[config.mk]
export PLATFORM = sky130hd
export DESIGN_NAME = decode_operand_stage
export DESIGN_NICKNAME = d
export VERILOG_FILES = /design/src/rtl/pipe_pkg.sv /design/src/rtl/instr_field_decode.sv /design/src/rtl/decode_operand_stage.sv
export SDC_FILE = /design/constraint.sdc
export NUM_CORES = 1
export LEC_CHECK = 0
export CORE_ASPECT_RATIO = 0.7
export CORE_MARGIN = 2
export CORE_UTILIZATION = 65
export DETAILED_ROUTE_END_ITERATION = 6
export DONT_BUFFER_PORTS = 1
export PLACE_DENSITY = 0.81
export SYNTH_ARGS = -nofsm -noshare
export SYNTH_HDL_FRONTEND = slang
export SYNTH_SLANG_ARGS = --single-unit
[constraint.sdc]
create_clock -name clk -period 2.8 [get_ports clk]
set_input_delay 0.42 -clock clk [delete_from_list [all_inputs] [get_ports clk]]
set_output_delay 0.42 -clock clk [all_outputs]
set_load 0.01 [all_outputs]
[src/rtl/pipe_pkg.sv]
// Shared definitions for the decode/operand stage: opcodes, stage states and
// instruction field offsets.
package pipe_pkg;

    localparam logic [3:0] OP_LOAD  = 4'hF;
    localparam logic [3:0] OP_STORE = 4'hE;

    typedef enum logic [1:0] {
        ST_EMPTY = 2'd0,
        ST_WAIT  = 2'd1,
        ST_FULL  = 2'd2
    } stage_state_t;

    function automatic int instr_width(input int reg_aw);
        return 4 + 3 * reg_aw;
    endfunction

    function automatic int addr_width(input int reg_aw);
        return 2 * reg_aw;
    endfunction

    // Field A: ALU dest, and the low end of the LOAD/STORE address.
    function automatic int field_a_lo(input int reg_aw);
        return 4 + 0 * reg_aw;
    endfunction

    // Field B: ALU src1.
    function automatic int field_b_lo(input int reg_aw);
        return 4 + reg_aw;
    endfunction

    // Field C: ALU src2, LOAD dest, STORE data source.
    function automatic int field_c_lo(input int reg_aw);
        return 4 + 2 * reg_aw;
    endfunction

endpackage

[src/rtl/instr_field_decode.sv]
// Pure combinational field extraction and operand need-masks for one instruction.
// Sources that the opcode does not read are presented as index 0.
module instr_field_decode
    import pipe_pkg::*;
#(
    parameter int REG_AW  = 4,
    parameter int INSTR_W = 4 + 3 * REG_AW,
    parameter int ADDR_W  = 2 * REG_AW
) (
    input  logic [INSTR_W-1:0] instr,
    output logic [3:0]         opcode,
    output logic [REG_AW-1:0]  dest,
    output logic [REG_AW-1:0]  src1,
    output logic [REG_AW-1:0]  src2,
    output logic [ADDR_W-1:0]  mem_addr,
    output logic               need1,
    output logic               need2,
    output logic               has_dest
);

    localparam int LO_A = field_a_lo(REG_AW);
    localparam int LO_B = field_b_lo(REG_AW);
    localparam int LO_C = field_c_lo(REG_AW);

    logic [REG_AW-1:0] fld_a;
    logic [REG_AW-1:0] fld_b;
    logic [REG_AW-1:0] fld_c;
    logic [ADDR_W-1:0] fld_addr;

    assign fld_a    = instr[LO_A +: REG_AW];
    assign fld_b    = instr[LO_B +: REG_AW];
    assign fld_c    = instr[LO_C +: REG_AW];
    assign fld_addr = instr[LO_A +: ADDR_W];

    always_comb begin
        opcode   = instr[3:0];
        dest     = '0;
        src1     = '0;
        src2     = '0;
        mem_addr = '0;
        need1    = 1'b0;
        need2    = 1'b0;
        has_dest = 1'b0;
        case (instr[3:0])
            OP_LOAD: begin
                mem_addr = fld_addr;
                dest     = fld_c;
                has_dest = 1'b1;
            end
            OP_STORE: begin
                mem_addr = fld_addr;
                src1     = fld_c;
                need1    = 1'b1;
            end
            default: begin
                dest     = fld_a;
                src1     = fld_b;
                src2     = fld_c;
                need1    = 1'b1;
                need2    = 1'b1;
                has_dest = 1'b1;
            end
        endcase
    end

endmodule

[src/rtl/decode_operand_stage.sv]
// Decode/operand-fetch stage: holds one instruction, waits for its sources to
// be free, then presents the decoded payload. Write-back bypass: DECODE_BYPASS_EN.
module decode_operand_stage
    import pipe_pkg::*;
#(
    parameter int DATA_W = 16,
    parameter int REG_AW = 4,
    localparam int INSTR_W = instr_width(REG_AW),
    localparam int ADDR_W  = addr_width(REG_AW)
) (
    input  logic               clk,
    input  logic               rst,
    input  logic               in_valid,
    output logic               in_ready,
    input  logic [INSTR_W-1:0] instr,
    output logic [REG_AW-1:0]  src_reg1,
    output logic [REG_AW-1:0]  src_reg2,
    input  logic [DATA_W-1:0]  src_val1,
    input  logic [DATA_W-1:0]  src_val2,
    input  logic               inuse1,
    input  logic               inuse2,
    output logic               claim_valid,
    output logic [REG_AW-1:0]  claim_reg,
    output logic               out_valid,
    input  logic               out_ready,
    output logic [3:0]         opcode,
    output logic [REG_AW-1:0]  dest_reg,
    output logic [DATA_W-1:0]  op_val1,
    output logic [DATA_W-1:0]  op_val2,
    output logic [ADDR_W-1:0]  mem_addr,
    input  logic               flush,
    input  logic               wb_valid,
    input  logic [REG_AW-1:0]  wb_reg,
    input  logic [DATA_W-1:0]  wb_val
);

    stage_state_t       state_reg;
    logic               rst_done_reg;
    logic [INSTR_W-1:0] instr_reg;
    logic [3:0]         opcode_reg;
    logic [REG_AW-1:0]  dest_out_reg;
    logic [DATA_W-1:0]  val1_reg;
    logic [DATA_W-1:0]  val2_reg;
    logic [ADDR_W-1:0]  addr_reg;

    logic [3:0]         dec_opcode;
    logic [REG_AW-1:0]  dec_dest;
    logic [REG_AW-1:0]  dec_src1;
    logic [REG_AW-1:0]  dec_src2;
    logic [ADDR_W-1:0]  dec_addr;
    logic               dec_need1;
    logic               dec_need2;
    logic               dec_has_dest;

    instr_field_decode #(
        .REG_AW  (REG_AW),
        .INSTR_W (INSTR_W),
        .ADDR_W  (ADDR_W)
    ) u_decode (
        .instr    (instr_reg),
        .opcode   (dec_opcode),
        .dest     (dec_dest),
        .src1     (dec_src1),
        .src2     (dec_src2),
        .mem_addr (dec_addr),
        .need1    (dec_need1),
        .need2    (dec_need2),
        .has_dest (dec_has_dest)
    );

    assign src_reg1 = dec_src1;
    assign src_reg2 = dec_src2;

    // Identical sources form one dependency: lane 1 mirrors lane 0's read port.
    logic               same_src;
    logic [1:0]         need;
    logic [1:0]         lane_inuse;
    logic [1:0]         blocked;
    logic [DATA_W-1:0]  lane_val [2];
    logic [DATA_W-1:0]  opnd_val [2];

    assign need          = {dec_need2, dec_need1};
    assign same_src      = dec_need1 && dec_need2 && (dec_src1 == dec_src2);
    assign lane_inuse[0] = inuse1;
    assign lane_inuse[1] = same_src ? inuse1 : inuse2;
    assign lane_val[0]   = src_val1;
    assign lane_val[1]   = same_src ? src_val1 : src_val2;

`ifdef DECODE_BYPASS_EN
    logic [REG_AW-1:0] src_idx [2];
    assign src_idx[0] = dec_src1;
    assign src_idx[1] = dec_src2;
`else
    logic unused_wb;
    assign unused_wb = ^{wb_valid, wb_reg, wb_val};
`endif

    generate
        for (genvar gi = 0; gi < 2; gi++) begin : g_lane
`ifdef DECODE_BYPASS_EN
            logic wb_hit;
            assign wb_hit        = wb_valid && (wb_reg == src_idx[gi]);
            assign blocked[gi]   = need[gi] & lane_inuse[gi] & ~wb_hit;
            assign opnd_val[gi]  = need[gi] ? (wb_hit ? wb_val : lane_val[gi]) : '0;
`else
            assign blocked[gi]   = need[gi] & lane_inuse[gi];
            assign opnd_val[gi]  = need[gi] ? lane_val[gi] : '0;
`endif
        end
    endgenerate

    logic operands_ready;
    logic accept;

    assign operands_ready = (state_reg == ST_WAIT) && (blocked == 2'b00);
    assign in_ready       = rst_done_reg &&
                            ((state_reg == ST_EMPTY) || ((state_reg == ST_FULL) && out_ready));
    assign accept         = in_valid && in_ready;

    // The claim goes out in the same cycle the operands are read, so the
    // scoreboard marks the destination busy as the instruction leaves WAIT.
    assign claim_valid = operands_ready && dec_has_dest && !flush;
    assign claim_reg   = claim_valid ? dec_dest : '0;

    always_ff @(posedge clk or negedge rst) begin
        if (!rst) begin
            state_reg    <= ST_EMPTY;
            rst_done_reg <= 1'b0;
            instr_reg    <= '0;
            opcode_reg   <= '0;
            dest_out_reg <= '0;
            val1_reg     <= '0;
            val2_reg     <= '0;
            addr_reg     <= '0;
        end else begin
            rst_done_reg <= 1'b1;
            if (flush) begin
                state_reg <= ST_EMPTY;
                instr_reg <= '0;
            end else begin
                case (state_reg)
                    ST_EMPTY: begin
                        if (accept) begin
                            state_reg <= ST_WAIT;
                            instr_reg <= instr;
                        end
                    end
                    ST_WAIT: begin
                        if (operands_ready) begin
                            state_reg    <= ST_FULL;
                            opcode_reg   <= dec_opcode;
                            dest_out_reg <= dec_dest;
                            val1_reg     <= opnd_val[0];
                            val2_reg     <= opnd_val[1];
                            addr_reg     <= dec_addr;
                        end
                    end
                    ST_FULL: begin
                        if (out_ready) begin
                            if (accept) begin
                                state_reg <= ST_WAIT;
                                instr_reg <= instr;
                            end else begin
                                state_reg <= ST_EMPTY;
                            end
                        end
                    end
                    default: state_reg <= ST_EMPTY;
                endcase
            end
        end
    end

    assign out_valid = (state_reg == ST_FULL);
    assign opcode    = opcode_reg;
    assign dest_reg  = dest_out_reg;
    assign op_val1   = val1_reg;
    assign op_val2   = val2_reg;
    assign mem_addr  = addr_reg;

endmodule

==> results.cfg <==
[clock_network]
ctsResizeCount = 0
clkSlewWorstSetupHoldPaths_ns = 0.07
h-tree-depth = 3
postCtsSetupBuffers = 0
cts_sinks = 67
cts_buffers = 9
root_buffer = clkbuf_8
cts_hold_buf = 2
cts_tree = done
clk_path_buf_depth = 2
clk_latency_ns = 0.34

[route]
route.met2.wl_mm = 3.00
top_layer = met4
vias = 2165
routed_wl_mm = 7.04
met1_length_mm = 3.30
drt.antenna.violating_nets = 0
drtIter0Drc = 186
wire_per_inst_um = 20.9
drc = 0
viasPerCell = 6.42
met3WireLength_um = 667
dr.pass1.iters = 4

[sta]
fin_skew_ns = 0.00885
rsz0062_at_grt = no
timing.setup.tns_ns = 0
timing.fmax_ghz = 0.431
max_slew.worst_pin.slew_ns = 0.630
drv_slew = 0
finalHoldViolCount = 0
period_needed_ns = 2.32
relSlewSlack_pct = 58.0
hold_slack_ns = 0.139
period_share_pct = 82.9
setup_viol = 0

[synthesis]
synth_fp_nets = 355
yosys.area_share.xor_xnor_pct = 1.11
synth-main-ff-cell = dfrtp_1
synthSimpleGateAreaFrac_pct = 15.0
synth_area_um2 = 3150
synth_fa_ha_area_share_pct = 0
ys_ff_latch = 67
synth.top_cell.area_share_pct = 53.2
synthCells = 279
synthMuxAreaShare_pct = 12.9
yosysSeqAreaShare_pct = 53.2
synth-edff-count = 0
ys_warn_count = 0
avgSynthCellArea_um2 = 11.3
yosys.area.top_type = dfrtp_1
synthDistinctLibCells = 28
synth_area_leaders = dfrtp_1 53%, mux2i_1 11%, o2bb2ai_1 8.9%
async_reset_ff_share_pct = 100
synth_compound_area_share_pct = 13.3
synth_top_family_by_area = simple AND/OR/NAND/NOR gates

[die]
die_area_um2 = 5430
initial_utilization_pct = 66.6
rows = 21
core_um2 = 4730
die_w_um = 87.2
die_y_um = 62.2
ios = 139

[grt]
grt_usage_pct = 27.2
grt_pass1_wl_mm = 11.3
grt_pass1_vias = 2138
grt_overflow = 0
grt_max_degree = 68
antenna_found_initial = 0

[setup_path]
critPathKind = reg2out
worstPathArrival_ns = 1.90
cp_cell_sequence = or3b_4 > a21oi_4 > a21bo_2 > nor2_1
end_kind = output pin
crit_buf_inv = 0
cpPeakStageDelay_ns = 0.43
cpLargestDelayFamily = simple AND/OR/NAND/NOR gates
crit_fanout = 12
start_kind = flop
required_ns = 2.38
cpMaxStageDelayCell = dfrtp_1

[power]
p_per_area_nw_per_um2 = 768
irDropWorstVdd_mv = 0.553
total_power_w = 0.00260
p_leak_nw = 1.64

[final_layout]
syn2layout_area_growth_pct = 7.51
diodes = 0
layout-drive-gt1-share_pct = 10.0
nFillCells = 326
final_nets = 352
fin_util_pct = 71.6

[placed_design]
place.port_buffers = 0
gp_congestion = 0.854
place_hpwl_mm = 4.80

[run]
maxCapViolCount = 0

[run_status]
status = complete, no violations

[hold_path]
hold_class = in2reg
[where the power goes]
group / switching, W / internal (W) / leakage (nW)
Sequential: 0.000260 / 0.00117 / 0.883
Clock: 0.000340 / 0.000455 / 0.0995
Combinational: 0.000168 / 0.000207 / 0.656
[layout by cell type (no fill, tap or decap)]
master          n
inv_1           5
o41ai_1         1
clkbuf_1        2
nand4bb_1       1
nor2b_1        17
xnor2_1         4
mux2_2          4
a22o_1          8
buf_16          1
nand3_1        17
clkbuf_8       11
nand4_1         2
and2_1          7
dlygate4sd3_1   1
buf_4           7
mux2i_1        36
or3b_4          1
nand3b_1        4
conb_1          1
o21a_1          1
a21bo_2         1
clkinv_2        1
o2bb2ai_1      32
nor2_1         23
a21oi_1         5
dfrtp_1        67
a21oi_4         1
bufinv_16       1
or3_1           1
and3_1          5
nand2_1        11
nor3b_1         1
[Yosys cell counts, drive strengths merged, types with 2 or more instances]
master	instances
nand3	17
nand2	11
a21oi	6
nor2	23
nand4	2
a22o	8
o2bb2ai	32
xnor2	4
mux2i	36
buf	11
and2	7
and3	5
nor2b	17
clkbuf	12
inv	5
nand3b	4
mux2	4
dfrtp	67
[through the flow]
| stage | cells | setup slack, ns | cell area (um2) |
|---|---|---|---|
| 6_report | 337 | 0.478 | 3390 |
| 5_1_grt | 337 | 0.382 | 3390 |
| 4_1_cts | 337 | 0.484 | 3390 |
| 3_5_place_dp | 320 | 0.739 | 3150 |
| 3_3_place_gp | 320 | 0.802 | 3150 |
| 2_1_floorplan | 279 | 0.506 | 3150 |
[area by class of cell]
type                            count  area (um2)  share of cell area [%]
Clock buffer                       13         159                    4.69
Clock inverter                      2        35.0                    1.03
Inverter                            5        18.8                   0.554
Multi-Input combinational cell    184        1340                    39.4
Sequential cell                    67        1680                    49.5
Tap cell                           57        71.3                    2.11
Timing Repair Buffer                9        90.1                    2.66
[path summary, 6_finish.rpt]
| check | start | to | slack (ns) | depth (start not counted) |
|---|---|---|---|---|
| setup reg to reg | instr_reg[3]$_DFFE_PN0P_ | opcode[3]$_DFFE_PN0P_ | 0.72 | 6 |
| hold / removal | flush | instr_reg[1]$_DFFE_PN0P_ | 0.14 | 1 |
| max in group asynchronous | rst | opcode[0]$_DFFE_PN0P_ | 1.90 | 2 |
| min in group asynchronous | rst | op_val2[4]$_DFFE_PN0P_ | 0.64 | 2 |
| hold reg to reg | instr_reg[7]$_DFFE_PN0P_ | mem_addr[3]$_DFFE_PN0P_ | 0.54 | 1 |
| setup / recovery | state_reg[0]$_DFFE_PN0P_ | claim_reg[1] | 0.48 | 4 |
[layer usage]
metal	GRT usage [%]	vias up
li1	-	986
met1	40.3	1070
met2	37.2	101
met3	12.6	8
met4	5.00	0
met5	0	-
[kinds of logic after synthesis]
group	count (synthesis)
AOI/OAI and AO/OA	49
other	1
buffers and inverters	28
DFF	67
xor gates and xnor gates	4
and+or+nand+nor	90
muxes	40
Note: power is estimated with default switching activity, not from simulation.
